==> src/rtl/i2c_rx_controller_if.sv <==
// I2C receive-side bundle: bus lines in, received data and status out.
// Latency: none (wires only).
// Backpressure: none; data_valid is a strobe and cannot be stalled.
interface i2c_rx_controller_if;
  logic       scl;
  logic       sda_in;
  logic       sda_oe;
  logic [7:0] data_out;
  logic       data_valid;
  logic       addr_match;
  logic [7:0] byte_count;
  logic       busy;

  // Peripheral side: sees the (synchronized) bus, drives ACK and results.
  modport slave (
    input  scl, sda_in,
    output sda_oe, data_out, data_valid, addr_match, byte_count, busy
  );

  // Bus-master / observer side.
  modport master (
    output scl, sda_in,
    input  sda_oe, data_out, data_valid, addr_match, byte_count, busy
  );
endinterface

==> src/rtl/i2c_rx_controller.sv <==
// I2C write-only target: matches a 7-bit address, ACKs, delivers data bytes.
// Latency: data_valid 1 clk after the SCL rise that completes a data byte.
// Backpressure: none; every accepted byte is ACKed and strobed out once.
module i2c_rx_controller #(
  parameter logic [6:0] ADDRESS = 7'h2A
) (
  input logic             clk,
  input logic             reset,
  i2c_rx_controller_if.slave bus
);

  typedef enum logic [2:0] {
    IDLE,
    ADDR,
    ADDR_ACK,
    DATA,
    DATA_ACK,
    IGNORE
  } state_t;

  state_t     state_q;
  logic       scl_q;
  logic       sda_q;
  logic [7:0] shift_q;
  logic [7:0] shift_d;
  logic [2:0] bit_cnt_q;
  logic       ack_pend_q;
  logic       sda_oe_q;
  logic [7:0] data_out_q;
  logic       data_valid_q;
  logic       addr_match_q;
  logic [7:0] byte_count_q;

  logic scl_rise;
  logic scl_fall;
  logic start_cond;
  logic stop_cond;

  // Bus events from the current line levels against their one-cycle-old copies.
  always_comb begin
    scl_rise   = !scl_q & bus.scl;
    scl_fall   = scl_q & !bus.scl;
    start_cond = bus.scl & scl_q & sda_q & !bus.sda_in;
    stop_cond  = bus.scl & scl_q & !sda_q & bus.sda_in;
    shift_d    = {shift_q[6:0], bus.sda_in};
  end

  // Protocol FSM with all outputs registered; START beats STOP beats SCL edges.
  always_ff @(posedge clk) begin
    if (reset) begin
      state_q      <= IDLE;
      scl_q        <= 1'b1;
      sda_q        <= 1'b1;
      shift_q      <= 8'h00;
      bit_cnt_q    <= 3'd0;
      ack_pend_q   <= 1'b0;
      sda_oe_q     <= 1'b0;
      data_out_q   <= 8'h00;
      data_valid_q <= 1'b0;
      addr_match_q <= 1'b0;
      byte_count_q <= 8'h00;
    end else begin
      scl_q        <= bus.scl;
      sda_q        <= bus.sda_in;
      data_valid_q <= 1'b0;
      if (start_cond) begin
        state_q      <= ADDR;
        bit_cnt_q    <= 3'd0;
        shift_q      <= 8'h00;
        ack_pend_q   <= 1'b0;
        addr_match_q <= 1'b0;
        sda_oe_q     <= 1'b0;
      end else if (stop_cond) begin
        state_q      <= IDLE;
        ack_pend_q   <= 1'b0;
        addr_match_q <= 1'b0;
        sda_oe_q     <= 1'b0;
      end else begin
        case (state_q)
          ADDR, DATA: begin
            if (ack_pend_q) begin
              // Byte done: drive ACK once SCL is low so the master sees it on the 9th clock.
              if (scl_fall) begin
                ack_pend_q <= 1'b0;
                sda_oe_q   <= 1'b1;
                state_q    <= (state_q == ADDR) ? ADDR_ACK : DATA_ACK;
              end
            end else if (scl_rise) begin
              shift_q <= shift_d;
              if (bit_cnt_q == 3'd7) begin
                // Counter parks at 7; it only returns to 0 when the ACK slot ends.
                if (state_q == ADDR) begin
                  if (shift_d[7:1] == ADDRESS && !shift_d[0]) begin
                    addr_match_q <= 1'b1;
                    byte_count_q <= 8'h00;
                    ack_pend_q   <= 1'b1;
                  end else begin
                    state_q <= IGNORE;
                  end
                end else begin
                  data_out_q   <= shift_d;
                  data_valid_q <= 1'b1;
                  ack_pend_q   <= 1'b1;
                  if (byte_count_q != 8'hFF) begin
                    byte_count_q <= byte_count_q + 8'd1;
                  end
                end
              end else begin
                bit_cnt_q <= bit_cnt_q + 3'd1;
              end
            end
          end
          ADDR_ACK, DATA_ACK: begin
            // Entered on a fall, so the next fall closes the 9th clock.
            if (scl_fall) begin
              sda_oe_q  <= 1'b0;
              bit_cnt_q <= 3'd0;
              state_q   <= DATA;
            end
          end
          default: begin
            // IDLE and IGNORE wait for START/STOP only.
          end
        endcase
      end
    end
  end

  assign bus.sda_oe     = sda_oe_q;
  assign bus.data_out   = data_out_q;
  assign bus.data_valid = data_valid_q;
  assign bus.addr_match = addr_match_q;
  assign bus.byte_count = byte_count_q;
  assign bus.busy       = (state_q != IDLE);

endmodule
==> src/flat_wrapper.sv <==
// flat-port wrapper written by rule: the top's interface ports become plain ports
module i2c_rx_controller_flat 
#(
  parameter logic [6:0] ADDRESS = 7'h2A
)
  (clk, reset, bus_scl, bus_sda_in, bus_sda_oe, bus_data_out, bus_data_valid, bus_addr_match, bus_byte_count, bus_busy);
  i2c_rx_controller_if bus_i ();
  input logic clk;
  input logic reset;
  input wire logic [$bits(bus_i.scl)-1:0] bus_scl;
  input wire logic [$bits(bus_i.sda_in)-1:0] bus_sda_in;
  output wire logic [$bits(bus_i.sda_oe)-1:0] bus_sda_oe;
  output wire logic [$bits(bus_i.data_out)-1:0] bus_data_out;
  output wire logic [$bits(bus_i.data_valid)-1:0] bus_data_valid;
  output wire logic [$bits(bus_i.addr_match)-1:0] bus_addr_match;
  output wire logic [$bits(bus_i.byte_count)-1:0] bus_byte_count;
  output wire logic [$bits(bus_i.busy)-1:0] bus_busy;
  assign bus_i.scl = bus_scl;
  assign bus_i.sda_in = bus_sda_in;
  assign bus_sda_oe = bus_i.sda_oe;
  assign bus_data_out = bus_i.data_out;
  assign bus_data_valid = bus_i.data_valid;
  assign bus_addr_match = bus_i.addr_match;
  assign bus_byte_count = bus_i.byte_count;
  assign bus_busy = bus_i.busy;
  i2c_rx_controller #(.ADDRESS(ADDRESS)) u_core (.clk(clk), .reset(reset), .bus(bus_i));
endmodule
==> config.mk <==
export PLATFORM = sky130hd
export DESIGN_NAME = i2c_rx_controller_flat
export DESIGN_NICKNAME = d
export VERILOG_FILES = /design/src/rtl/i2c_rx_controller_if.sv /design/src/rtl/i2c_rx_controller.sv /design/src/flat_wrapper.sv
export SDC_FILE = /design/constraint.sdc
export NUM_CORES = 1
export LEC_CHECK = 0
export ABC_AREA = 1
export CAP_MARGIN = 20
export CORE_ASPECT_RATIO = 1.1
export CORE_MARGIN = 2
export CORE_UTILIZATION = 50
export CTS_BUF_LIST = sky130_fd_sc_hd__clkbuf_4 sky130_fd_sc_hd__clkbuf_8
export DETAILED_ROUTE_END_ITERATION = 12
export PLACE_DENSITY_LB_ADDON = 0.1
export SLEW_MARGIN = 30
export SYNTH_ARGS = -nofsm -noshare
export SYNTH_HDL_FRONTEND = slang
export SYNTH_SLANG_ARGS = --single-unit
==> constraint.sdc <==
create_clock -name clk -period 4.1 [get_ports clk]
set_input_delay 1.025 -clock clk [delete_from_list [all_inputs] [get_ports clk]]
set_output_delay 1.025 -clock clk [all_outputs]
set_load 0.05 [all_outputs]
After elaboration in Yosys (flattened, before gate mapping):

Cells that the tools add are included.

* $add $sub $neg: 2
* eq/ne operators: 25
* mux-type cells: 30
* bitwise operators: 14
* reductions and logical operators: 22

Operators by type and width (count)
* $mux 3: 12
* $mux 8: 3
* $reduce_and 7->1: 3
* $ne 5x1->1 const B: 3
* $mux 1: 12
* $pmux 3 s2: 2
* $reduce_and 6->1: 2
* $ne 3x1->1 const B: 3
* $add 8x1->8 const B: 1
* $ne 2x1->1 const B: 4
* $ne 8x8->1 const B: 1
* $reduce_and 4->1: 2
* $reduce_and 8->1: 1
* $and 1x1->1: 7
* $eq 7x6->1 const B: 1
* $not 1->1: 7
* $reduce_or 7->1: 1
* $eq 3x2->1 const B: 2
* $eq 3x3->1 const B: 2
* $ne 2x2->1 const B: 3
* $reduce_or 2->1: 3
* $ne 5x2->1 const B: 1
* $ne 5x5->1 const B: 1
* $logic_not 1->1: 4
* 11 further kinds: 12

* register bits: 35
* input port bits: 4
* output and inout bits: 20
* word-level logic and storage cells: 105

Longest topological paths before layout:

* depth after elaboration: 10
* depth in mapped cells: 10
* depth with buffers taken out: 10

Worst setup path before layout:

OpenSTA, ideal clock, no wires.

* kind: input-to-reg
* start: input bus_scl
* end: register u_core.bit_cnt_q[0]
* library setup time: 0.114 ns
* arrival time: 1.842 ns
* required time: 3.986 ns
* setup slack: 2.144 ns
* stages on the path: 7
* buffers on the path: 0
* path through: inv_1 > nor2_4 > inv_1 > o21ai_0 > nand3_2 > a21oi_1 > nor2_1

* longest elaborated chain between the ends: 5
* elaborated cells between the ends (all ways): 13
* those cells by class: eq/ne (2); bitwise (8); reduce/logical (3)

Ends and longest elaborated chain
* start: declaration: RTL line flat_wrapper.sv:10 `input wire logic [$bits(bus_i.scl)-1:0] bus_scl;`
* $and 1x1->1: RTL line i2c_rx_controller.sv:43, i2c_rx_controller.sv:44
* $and 1x1->1 (2 in a row): RTL line i2c_rx_controller.sv:44 `stop_cond = bus.scl & scl_q & !sda_q & bus.sda_in;`
* $not 1->1 (no source line)
* $reduce_and 6->1 (no source line)
* end signal: assignment: RTL line i2c_rx_controller.sv:109 `bit_cnt_q <= bit_cnt_q + 3'd1;`
* end: declaration: RTL line i2c_rx_controller.sv:26 `logic [2:0] bit_cnt_q;`

Several ways; a longest one is shown, not always the timed one.
A chain may end at the register's enable or synchronous reset.

Worst setup path after layout:

* start: register u_core.state_q[1]
* end: output bus_busy

* longest elaborated chain between the ends: 1

Ends and longest elaborated chain
* start: declaration: RTL line i2c_rx_controller.sv:21 `state_t state_q;`
* start signal: assignment: RTL line i2c_rx_controller.sv:86 `state_q <= (state_q == ADDR) ? ADDR_ACK : DATA_ACK;`
* $reduce_bool 3->1: RTL line i2c_rx_controller.sv:134 `assign bus.busy = (state_q != IDLE);`
* end: declaration: RTL line flat_wrapper.sv:17 `output wire logic [$bits(bus_i.busy)-1:0] bus_busy;`

Every way passes these cells.

==> out/summary.txt <==
antenna violations before repair - 0
Syn Nets - 239
slowest stage delay, CP - 800 ps
Die Height - 65.05 microns
# fillers - 326
Initial Util - 0.5129
vias per inst - 5.108
main combinational cell family by area after synthesis - simple AND/OR/NAND/NOR gates
busiest grt layer - met2
setup TNS - 0 ps
power density cells - 342.9 mW/mm^2
f_max - 354.6 MHz
vias in the first global route - 1436
vias post-DR - 1512
crit-path cells - inv_1 > nand3_1 > clkdlybuf4s50_1
Cell Count, Final, Fillers Out - 296
clock buffer count from CTS - 5
area leader, netlist - dfxtp_1
Worst Hold End - u_core.bus.sda_oe
flop2flop setup slack - 2440 ps
final setup vio count - 0
outcome - finished clean
post-placement cell area - 0.001951 sq mm
clock sinks - 35
Placed Instances - 288
register area share after synthesis - 0.4136
clock skew - 15.46 ps
overall power - 689.8 uW
final instance area - 0.002012 sq mm
Crit Reg-Reg Startpoint - u_core.state_q[2]
Tcrit/Tclk final - 0.6879
most used cells in the layout excluding fill and tap cells - nand2_1, dfxtp_1, inv_1, nor2_1, a21oi_1
Max Cap Viol - 0
total length of routed wires - 3409 microns
Post-CTS Hold Buffers - 0
critical path launch point - u_core.state_q[1]
fin util - 0.6091
final hold violation count - 0
synthesis-to-finish area growth - 18.76%
crit path time final - 2820 ps
I/O Pins - 24
layout cell share with drive strength beyond 1 - 0.1000
max_slew headroom - 0.6609
WHS Path Cells - 2
clock latency on the worst-skew pair - 350 ps
root buffer cell - clkbuf_4
LEAKAGE - 0.0007718 uW
Reg clk slew, reported paths - 110 ps
CP Data Arrival Time - 1800 ps
Gate Count Post-Synth - 232
RR Endpoint - u_core.bus.byte_count[0]
PortBufs - 23
CTS tree - done
Worst VDD drop - 226.0 uV
startpoint types - register
Critical Path End Type - primary output
worst slew pin tran - 507.0 ps
GR Util met2 - 0.3187
adder-cell share of the synthesized area - 0.02216
delay-heaviest family, CP - buffers and inverters
# resized after CTS - 0
Hold WC Path Type - register to register
post-CTS setup buffers - 0
Max Slew Vio Count - 0
Remaining DRCs - 0
area of the multi-input gates - 858.3 sq um
nets - 266
synth unique cells - 26
#FFs+latches synth - 35
Inserted Diodes - 0
Final ANT Viol Nets - 0
Compound-Gate Fraction of Synth Area - 0.1647
Max H-tree Level - 2
mux share of post-synthesis cell area - 0
routed len/inst - 11.52 microns
Die Span X - 59.50 microns
grt ovf - 0
first drt pass iteration count - 4
cell depth of the worst flop-to-flop path - 6
xor and xnor area share after synthesis - 0.01551
simple-gate share of the synthesized area - 0.3043
GRT Resource Usage Total - 0.2063
share of the synthesized area in the top cell type - 0.4136
RSZ-0062 raised after global routing - no
post-synthesis cell area - 0.001694 sq mm
combined buffer and inverter count along the critical path - 2
mean area per synthesized cell - 7.302 sq um
global placement routability congestion - 0.8150
Worst Setup Path Type - register to primary output
M3 GR Usage - 0.05988
Post-DP HPWL - 2482 microns
WP data required - 3070 ps
initial drt markers - 61
commonest non-fill, non-tap cell in the layout - nand2_1
synth top area cells - dfxtp_1, nand2_1, a21oi_1
Critical-path top delay cell - clkdlybuf4s50_1
# rows - 22
global-route wire length before repair - 6154 microns
met1 usage - 0.2741
core area - 0.003303 sq mm
YS warnings - 0
CTS max path bufs - 2
Hold Path Origin - u_core.bus.sda_oe
Die ar. - 0.003870 sq mm
register area - 700.7 sq um
worst-path maximum fanout - 4
largest net degree at the start of global routing - 17
cell type report:
class / instances / area share
clock inverter: 3 / 0.01182
multi-input combinational: 163 / 0.4266
timing repair buffer: 23 / 0.1144
tap: 36 / 0.02239
sequential: 35 / 0.3483
clock buffer: 5 / 0.01866
inverter: 31 / 0.05784
synthesized netlist by cell type:
master / instances
ha_1: 3
nor3b_1: 1
inv_2: 2
o21ai_0: 20
o21ai_4: 1
nor2_2: 2
xnor2_1: 1
a21oi_1: 29
nor3_4: 1
buf_6: 1
a41oi_1: 1
nand2_1: 45
nand2_2: 2
nor2_4: 3
nand4_1: 5
clkbuf_1: 2
xor2_1: 2
nor3_1: 3
a21oi_2: 1
nand3_1: 8
dfxtp_1: 35
nand3_4: 1
nand3_2: 4
nor2_1: 29
inv_1: 29
nand3b_2: 1
stage by stage:
stage	setup WS, ps	hold WS (ps)
after floorplan	2144	441.4
after global placement	1490	451.8
after detailed placement	1449	457.3
after CTS	1258	474.5
after global routing	1180	503.9
final	1280	470.5
power by group:
group,switching (uW),internal [uW],total [uW]
Clock,126,68.6,195
Sequential,8.90,351,360
Combinational,94.4,40.2,135
Total,230,460,690
sequential cells by signal, summed over array words and instances (netlist names):
| name | count |
|---|---|
| u_core.shift_q | 7 |
| u_core.bus.data_out | 8 |
| u_core.state_q | 3 |
| u_core.bus.sda_oe | 1 |
| u_core.sda_q | 1 |
| u_core.ack_pend_q | 1 |
| u_core.bus.data_valid | 1 |
| u_core.bit_cnt_q | 3 |
| u_core.scl_q | 1 |
| u_core.bus.byte_count | 8 |
| u_core.bus.addr_match | 1 |
how the worst max path moves through the flow:
stage	cells past startpoint	slack, ps	end
final	3	1280	bus_busy
after global routing	3	1180	bus_busy
after CTS	3	1260	bus_busy
after detailed placement	9	1450	u_core.bit_cnt_q[0]
after global placement	8	1490	u_core.bit_cnt_q[0]
after floorplan	7	2140	u_core.bit_cnt_q[0]
kinds of logic (layout without fill, tap and decap cells):
logic type,after synthesis,after routing
AND/OR/NAND/NOR,105,105
buffers and inverters,34,62
flip-flops,35,35
AO/OA/AOI/OAI,52,52
XOR/XNOR,3,3
adder cells (fa/ha/maj),3,3
per-layer routing:
layer | wire length, microns | share of wire
met4 | 44 | 0.013
met2 | 1550 | 0.45
met3 | 123 | 0.036
met5 | 0 | 0
met1 | 1690 | 0.50
worst min-delay path: cells and delay by family, from the launching register on:
kind / cells / cell delay [ps]
AO/OA/AOI/OAI: 1 / 50
flip-flops: 1 / 330
AND/OR/NAND/NOR: 1 / 60
No activity file was read; power rests on OpenSTA's default activity.
